`config.mk`:
```
export PLATFORM = sky130hd
export DESIGN_NAME = debug_run_ctrl
export DESIGN_NICKNAME = d
export VERILOG_FILES = /design/src/rtl/debug_run_ctrl.sv
export SDC_FILE = /design/constraint.sdc
export NUM_CORES = 1
export LEC_CHECK = 0
export CAP_MARGIN = 5
export CORE_UTILIZATION = 55
export DETAILED_ROUTE_END_ITERATION = 16
export DONT_BUFFER_PORTS = 1
export GPL_TIMING_DRIVEN = 0
export PLACE_DENSITY = 0.78
export SLEW_MARGIN = 25
export SYNTH_ARGS = -nofsm -noshare
export SYNTH_HDL_FRONTEND = slang
export SYNTH_SLANG_ARGS = --single-unit
```
`constraint.sdc`:
```
create_clock -name i_clk -period 6.55 [get_ports i_clk]
set_input_delay 1.31 -clock i_clk [delete_from_list [all_inputs] [get_ports i_clk]]
set_output_delay 1.31 -clock i_clk [all_outputs]
set_load 0.02 [all_outputs]
```
`src/rtl/debug_run_ctrl.sv`:
```
// debug_run_ctrl: run/step/halt sequencer for the debug-mode MIPS pipeline.
// Owns the pipeline advance enable and the instruction-RAM load select,
// executes debug commands from the SPI slave and drains the pipeline after
// the HALT word reaches IF/ID.
// Optional feature: define DEBUG_BREAKPOINT_EN to build the PC breakpoint.
//
// state  | meaning
// -------+--------------------------------------------------------------
// IDLE   | nothing running, program may or may not be resident
// LOAD   | SPI owns instruction RAM, pipeline frozen
// RUN    | free run, enable high every cycle
// STEP   | enable high for a counted number of cycles
// PAUSED | pipeline frozen, waiting for resume
// DRAIN  | HALT seen at IF/ID, flushing the pipeline for DRAIN_CYCLES
// DONE   | program finished

module debug_run_ctrl #(
    parameter int unsigned NB_BITS = 32,
    parameter logic [NB_BITS-1:0] HALT_WORD = 32'hFFFF_FFFF,
    parameter int unsigned DRAIN_CYCLES = 4
) (
    input  logic               i_clk,
    input  logic               i_rst,
    input  logic [2:0]         i_cmd,
    input  logic               i_cmd_valid,
    input  logic [NB_BITS-1:0] i_cmd_arg,
    input  logic [NB_BITS-1:0] i_pc,
    input  logic [NB_BITS-1:0] i_if_id_instr,
    output logic               o_debug_enb,
    output logic               o_cs_debug,
    output logic               o_done,
    output logic [2:0]         o_state,
    output logic [NB_BITS-1:0] o_run_cycles,
    output logic               o_cmd_err
);

    typedef enum logic [2:0] {
        ST_IDLE   = 3'd0,
        ST_LOAD   = 3'd1,
        ST_RUN    = 3'd2,
        ST_STEP   = 3'd3,
        ST_PAUSED = 3'd4,
        ST_DRAIN  = 3'd5,
        ST_DONE   = 3'd6
    } state_t;

    localparam logic [2:0] CMD_NOP    = 3'd0;
    localparam logic [2:0] CMD_LOAD   = 3'd1;
    localparam logic [2:0] CMD_RUN    = 3'd2;
    localparam logic [2:0] CMD_STEP   = 3'd3;
    localparam logic [2:0] CMD_PAUSE  = 3'd4;
    localparam logic [2:0] CMD_SET_BP = 3'd5;
    localparam logic [2:0] CMD_CLR_BP = 3'd6;
    localparam logic [2:0] CMD_ABORT  = 3'd7;

    localparam logic [NB_BITS-1:0] ONE_W      = {{(NB_BITS-1){1'b0}}, 1'b1};
    localparam logic [NB_BITS-1:0] ALL_ONES_W = {NB_BITS{1'b1}};
    localparam logic [3:0]         DRAIN_LOAD = 4'(DRAIN_CYCLES);

`ifdef DEBUG_BREAKPOINT_EN
    localparam bit BP_EN = 1'b1;
`else
    localparam bit BP_EN = 1'b0;
`endif

    state_t             state;
    state_t             next_state;
    state_t             cmd_target;
    logic               cmd_legal;
    logic               cmd_go;
    logic               cmd_hit;
    logic               abort_req;
    logic               halt_det;
    logic               bp_hit;
    logic [NB_BITS-1:0] step_cnt;
    logic [NB_BITS-1:0] step_cnt_nxt;
    logic [3:0]         drain_cnt;
    logic [3:0]         drain_cnt_nxt;
    logic [NB_BITS-1:0] run_cycles;

    assign o_state      = state;
    assign o_run_cycles = run_cycles;

    // Command legality table: which commands are accepted here and where they lead.
    always_comb begin
        cmd_legal  = 1'b0;
        cmd_go     = 1'b0;
        cmd_target = state;
        case (i_cmd)
            CMD_NOP: cmd_legal = 1'b1;
            CMD_ABORT: begin
                cmd_legal  = 1'b1;
                cmd_go     = 1'b1;
                cmd_target = ST_IDLE;
            end
            CMD_SET_BP, CMD_CLR_BP: cmd_legal = BP_EN;
            CMD_LOAD: begin
                if (state inside {ST_IDLE, ST_PAUSED, ST_DONE}) begin
                    cmd_legal  = 1'b1;
                    cmd_go     = 1'b1;
                    cmd_target = ST_LOAD;
                end
            end
            CMD_RUN: begin
                if (state inside {ST_IDLE, ST_LOAD, ST_PAUSED}) begin
                    cmd_legal  = 1'b1;
                    cmd_go     = 1'b1;
                    cmd_target = ST_RUN;
                end
            end
            CMD_STEP: begin
                if (state inside {ST_IDLE, ST_LOAD, ST_PAUSED}) begin
                    cmd_legal  = 1'b1;
                    cmd_go     = 1'b1;
                    cmd_target = ST_STEP;
                end
            end
            CMD_PAUSE: begin
                if (state inside {ST_RUN, ST_STEP}) begin
                    cmd_legal  = 1'b1;
                    cmd_go     = 1'b1;
                    cmd_target = ST_PAUSED;
                end else if (state == ST_DRAIN) begin
                    // the drain must complete; pause is swallowed silently
                    cmd_legal = 1'b1;
                end
            end
            default: cmd_legal = 1'b0;
        endcase
    end

    assign cmd_hit   = i_cmd_valid && cmd_legal && cmd_go;
    assign abort_req = i_cmd_valid && (i_cmd == CMD_ABORT);
    assign halt_det  = o_debug_enb && (state inside {ST_RUN, ST_STEP})
                       && (i_if_id_instr == HALT_WORD);

    // Next state and timer loads; abort beats halt, halt beats everything else.
    always_comb begin
        next_state    = state;
        step_cnt_nxt  = step_cnt;
        drain_cnt_nxt = drain_cnt;
        if (abort_req) begin
            next_state = ST_IDLE;
        end else if (halt_det) begin
            next_state    = ST_DRAIN;
            drain_cnt_nxt = DRAIN_LOAD;
        end else if (cmd_hit) begin
            next_state = cmd_target;
            if (cmd_target == ST_STEP) begin
                step_cnt_nxt = (i_cmd_arg == '0) ? ONE_W : i_cmd_arg;
            end
        end else begin
            case (state)
                ST_RUN: begin
                    if (bp_hit) next_state = ST_PAUSED;
                end
                ST_STEP: begin
                    step_cnt_nxt = step_cnt - ONE_W;
                    if (step_cnt == ONE_W) next_state = ST_PAUSED;
                end
                ST_DRAIN: begin
                    drain_cnt_nxt = drain_cnt - 4'd1;
                    if (drain_cnt == 4'd1) next_state = ST_DONE;
                end
                default: next_state = state;
            endcase
        end
    end

    // State register, timers and registered outputs derived from the next state.
    always_ff @(posedge i_clk) begin
        if (i_rst) begin
            state        <= ST_IDLE;
            step_cnt     <= '0;
            drain_cnt    <= '0;
            run_cycles   <= '0;
            o_debug_enb  <= 1'b0;
            o_cs_debug   <= 1'b0;
            o_done       <= 1'b0;
            o_cmd_err    <= 1'b0;
        end else begin
            state       <= next_state;
            step_cnt    <= step_cnt_nxt;
            drain_cnt   <= drain_cnt_nxt;
            o_debug_enb <= next_state inside {ST_RUN, ST_STEP, ST_DRAIN};
            o_cs_debug  <= (next_state == ST_LOAD);
            o_done      <= (next_state == ST_DONE);
            o_cmd_err   <= i_cmd_valid && !cmd_legal;
            if (next_state == ST_LOAD && state != ST_LOAD) begin
                run_cycles <= '0;
            end else if (o_debug_enb && run_cycles != ALL_ONES_W) begin
                run_cycles <= run_cycles + ONE_W;
            end
        end
    end

`ifdef DEBUG_BREAKPOINT_EN
    logic [NB_BITS-1:0] bp_addr;
    logic               bp_valid;
    logic               bp_skip;

    // Breakpoint register; bp_skip lets the first enabled cycle after a resume
    // execute past the address that caused the pause.
    always_ff @(posedge i_clk) begin
        if (i_rst) begin
            bp_addr  <= '0;
            bp_valid <= 1'b0;
            bp_skip  <= 1'b0;
        end else begin
            if (i_cmd_valid && i_cmd == CMD_SET_BP) begin
                bp_addr  <= i_cmd_arg;
                bp_valid <= 1'b1;
            end else if (i_cmd_valid && i_cmd == CMD_CLR_BP) begin
                bp_valid <= 1'b0;
            end
            if (state == ST_PAUSED && (next_state == ST_RUN || next_state == ST_STEP)) begin
                bp_skip <= 1'b1;
            end else if (o_debug_enb) begin
                bp_skip <= 1'b0;
            end
        end
    end

    assign bp_hit = (state == ST_RUN) && bp_valid && !bp_skip && (i_pc == bp_addr);
`else
    logic unused_pc;
    assign unused_pc = ^i_pc;
    assign bp_hit    = 1'b0;
`endif

endmodule

```
==> qor.csv <==
metric;value;unit
Congestion Overflow GR;0;
CTS tree;yes;
Simple-Gate Fraction of Synth Area;0.339;
HPWL after DPL;9.58;mm
post-layout min period;3.76;ns
adder-cell share of the synthesized area;0.0139;
main combinational cell family by area after synthesis;simple AND/OR/NAND/NOR gates;
crit path max fanout;10;
Die H;92.5;um
post-synthesis mux area share;0.0111;
most frequent cell after synthesis;dfxtp_1;
distinct cell type count after synthesis;59;
multi-input logic area;2810;sq um
initial core utilization;0.577;
synthesized cell area;4510;sq um
Syn. warnings;0;
Leakage Power;1.60;nW
final worst-path cycle share;0.574;
routability cong.;0.944;
Post-CTS Setup Bufs;0;
most used cell, CP;clkbuf_1;
Synth Register Bits;75;
Worst Max-Slew Pin Slew;0.838;ns
final hold vios;0;
syn avg cell area;7.84;sq um
clock latency on the worst-skew pair;0.36;ns
Setup crit end kind;flip-flop;
Synth Area in Compound Gates;0.190;
diode count;0;
number of global-route vias before repair;4399;
PostCTS Resize Cnt;0;
CTS root buf;clkbuf_8;
RSZ-0062 raised after global routing;no;
crit-path cells;clkbuf_1 -> nand3b_1 -> a211oi_1 -> o311ai_1 -> nor3_1 -> o21bai_2 -> clkbuf_1 -> o21ai_0 -> a21oi_1;
commonest cells in the netlist;dfxtp_1 (75), nor2_1 (54), nor3_1 (53);
first-pass iteration count of the detailed router;5;
Post-synth EDFFs;0;
Setup Skew;0.00721;ns
Hold Crit Class;reg -> reg;
Vias per Instance;6.61;
top cell type by total area after synthesis;dfxtp_1;
max-slew violation count;0;
xor and xnor area share after synthesis;0.0680;
Clock Tree Buf Depth;2;
timing-limited maximum frequency;266;MHz
normalized max-slew margin;0.436;
largest net degree at the start of global routing;14;
# fillers;713;
cell area after layout;4840;sq um
clk sinks;75;
number of buffers inserted by hold repair at cts;0;
Critical-path top delay cell;o311ai_1;
share of layout cells above drive strength 1;0.0677;
ys flop type;dfxtp_1;
Worst EP arrival;4.05;ns
IO Pins;141;
number of max-cap violations;0;
CP startpoint kind;primary input;
Synth Net Count;682;
top-area cell type share of the netlist area;0.333;
area grow syn2layout;7.47;%
Area contributors post-synth;dfxtp_1 (33%), nor3_1 (5.9%), a21oi_1 (4.8%);
Floorplan Core Area;7810;sq um
Die X;92.5;um
sequential cell area;1500;sq um
# setup viols final;0;
DR vias;4583;
initial DRC count;296;
WP data required;6.83;ns
DRC Markers;0;
Wirelength per Cell;19.1;um
placed inst area;4630;sq um
Die Area;8560;sq um
slowest stage delay, CP;0.71;ns
Post-DRT Antenna Nets;0;
Setup CP Type;in -> reg;
port bufs;0;
Post-synth ARST share;0;
GRT Util Overall;0.315;
status;completed;
setup tns final;0;ns
WL final;13.3;mm
post-synthesis sequential area ratio;0.333;
P per Cell Area;208;nW/um^2
first-pass GRT wire length;21.3;mm
clock-pin slew on the worst setup and hold paths;0.08;ns
H-tree levels;3;
antenna violations before repair;0;
Final #Nets;693;
Mapped Cells;575;
worst vdd ir;0.000102;V
FP Rows;32;
Inserted Clock Buffers;9;
-- where the power goes --
group	leakage [nW]	total (mW)	switching, mW	internal [mW]
clock	0.0922	0.373	0.186	0.188
combinational	0.899	0.165	0.103	0.0616
sequential	0.604	0.468	0.00813	0.460
-- layout by cell type, fill, tap and decap left out, types with 14 or more instances in the layout --
master	n
nor3_1	53
xor2_1	17
nor2_1	54
nand3_1	21
clkbuf_1	29
nand2_1	43
o21ai_0	24
dfxtp_1	75
nand4_1	18
a21oi_1	43
inv_1	14
nor4_1	22
xnor2_1	18
-- state kept, by name (all words and copies together), names as in the netlist --
register	flops
drain_cnt	4
o_cmd_err	1
o_cs_debug	1
o_debug_enb	1
o_done	1
o_run_cycles	32
o_state	3
step_cnt	32
-- logic make-up after synthesis --
kind of cell | after synthesis
buffers and inverters | 46
DFF | 75
muxes | 5
AOI/OAI and AO/OA | 130
adders and majority gates | 5
and+or+nand+nor | 279
xor gates and xnor gates | 35
-- routing by layer --
| metal | global-route usage | share of wire | vias to the layer above |
|---|---|---|---|
| met1 | 0.390 | 0.40 | 2125 |
| met2 | 0.519 | 0.46 | 274 |
| met3 | 0.0706 | 0.11 | 34 |
| met4 | 0.145 | 0.031 | 0 |
| li1 | - | - | 2150 |
| met5 | 0 | 0 | - |
-- worst max-delay path, delay by kind of cell --
| kind | cells | cell delay [ns] |
|---|---|---|
| compound gates | 5 | 1.70 |
| buf+inv | 2 | 0.68 |
| simple gates | 2 | 0.35 |
-- layout make-up --
type | count | share of cell area
tap | 102 | 0.0264
sequential | 75 | 0.310
clock inverter | 5 | 0.0127
clock buffer | 11 | 0.0292
inverter | 14 | 0.0109
buffer | 32 | 0.0310
multi-input combinational | 454 | 0.580
-- worst paths after layout --
kind	start	to	slack (ns)	cells past startpoint
worst max register to register	o_state[1]	step_cnt[8]	3.00	9
worst max-delay path	i_cmd[0]	step_cnt[8]	2.79	9
worst min-delay path	step_cnt[17]	step_cnt[17]	0.48	2
worst min register to register	step_cnt[17]	step_cnt[17]	0.48	2
-- stage by stage --
stage	power, mW	cells	util	setup slack, ns	hold WS [ns]
after floorplan	0.603	575	-	3.14	0.447
after global placement	0.635	677	0.593	2.49	0.458
after detailed placement	0.638	677	0.593	2.50	0.464
after CTS	1.00	693	0.619	2.86	0.476
after global routing	1.04	693	0.620	2.55	0.511
final	1.01	693	0.620	2.79	0.476
No activity file was read; power rests on OpenSTA's default activity.
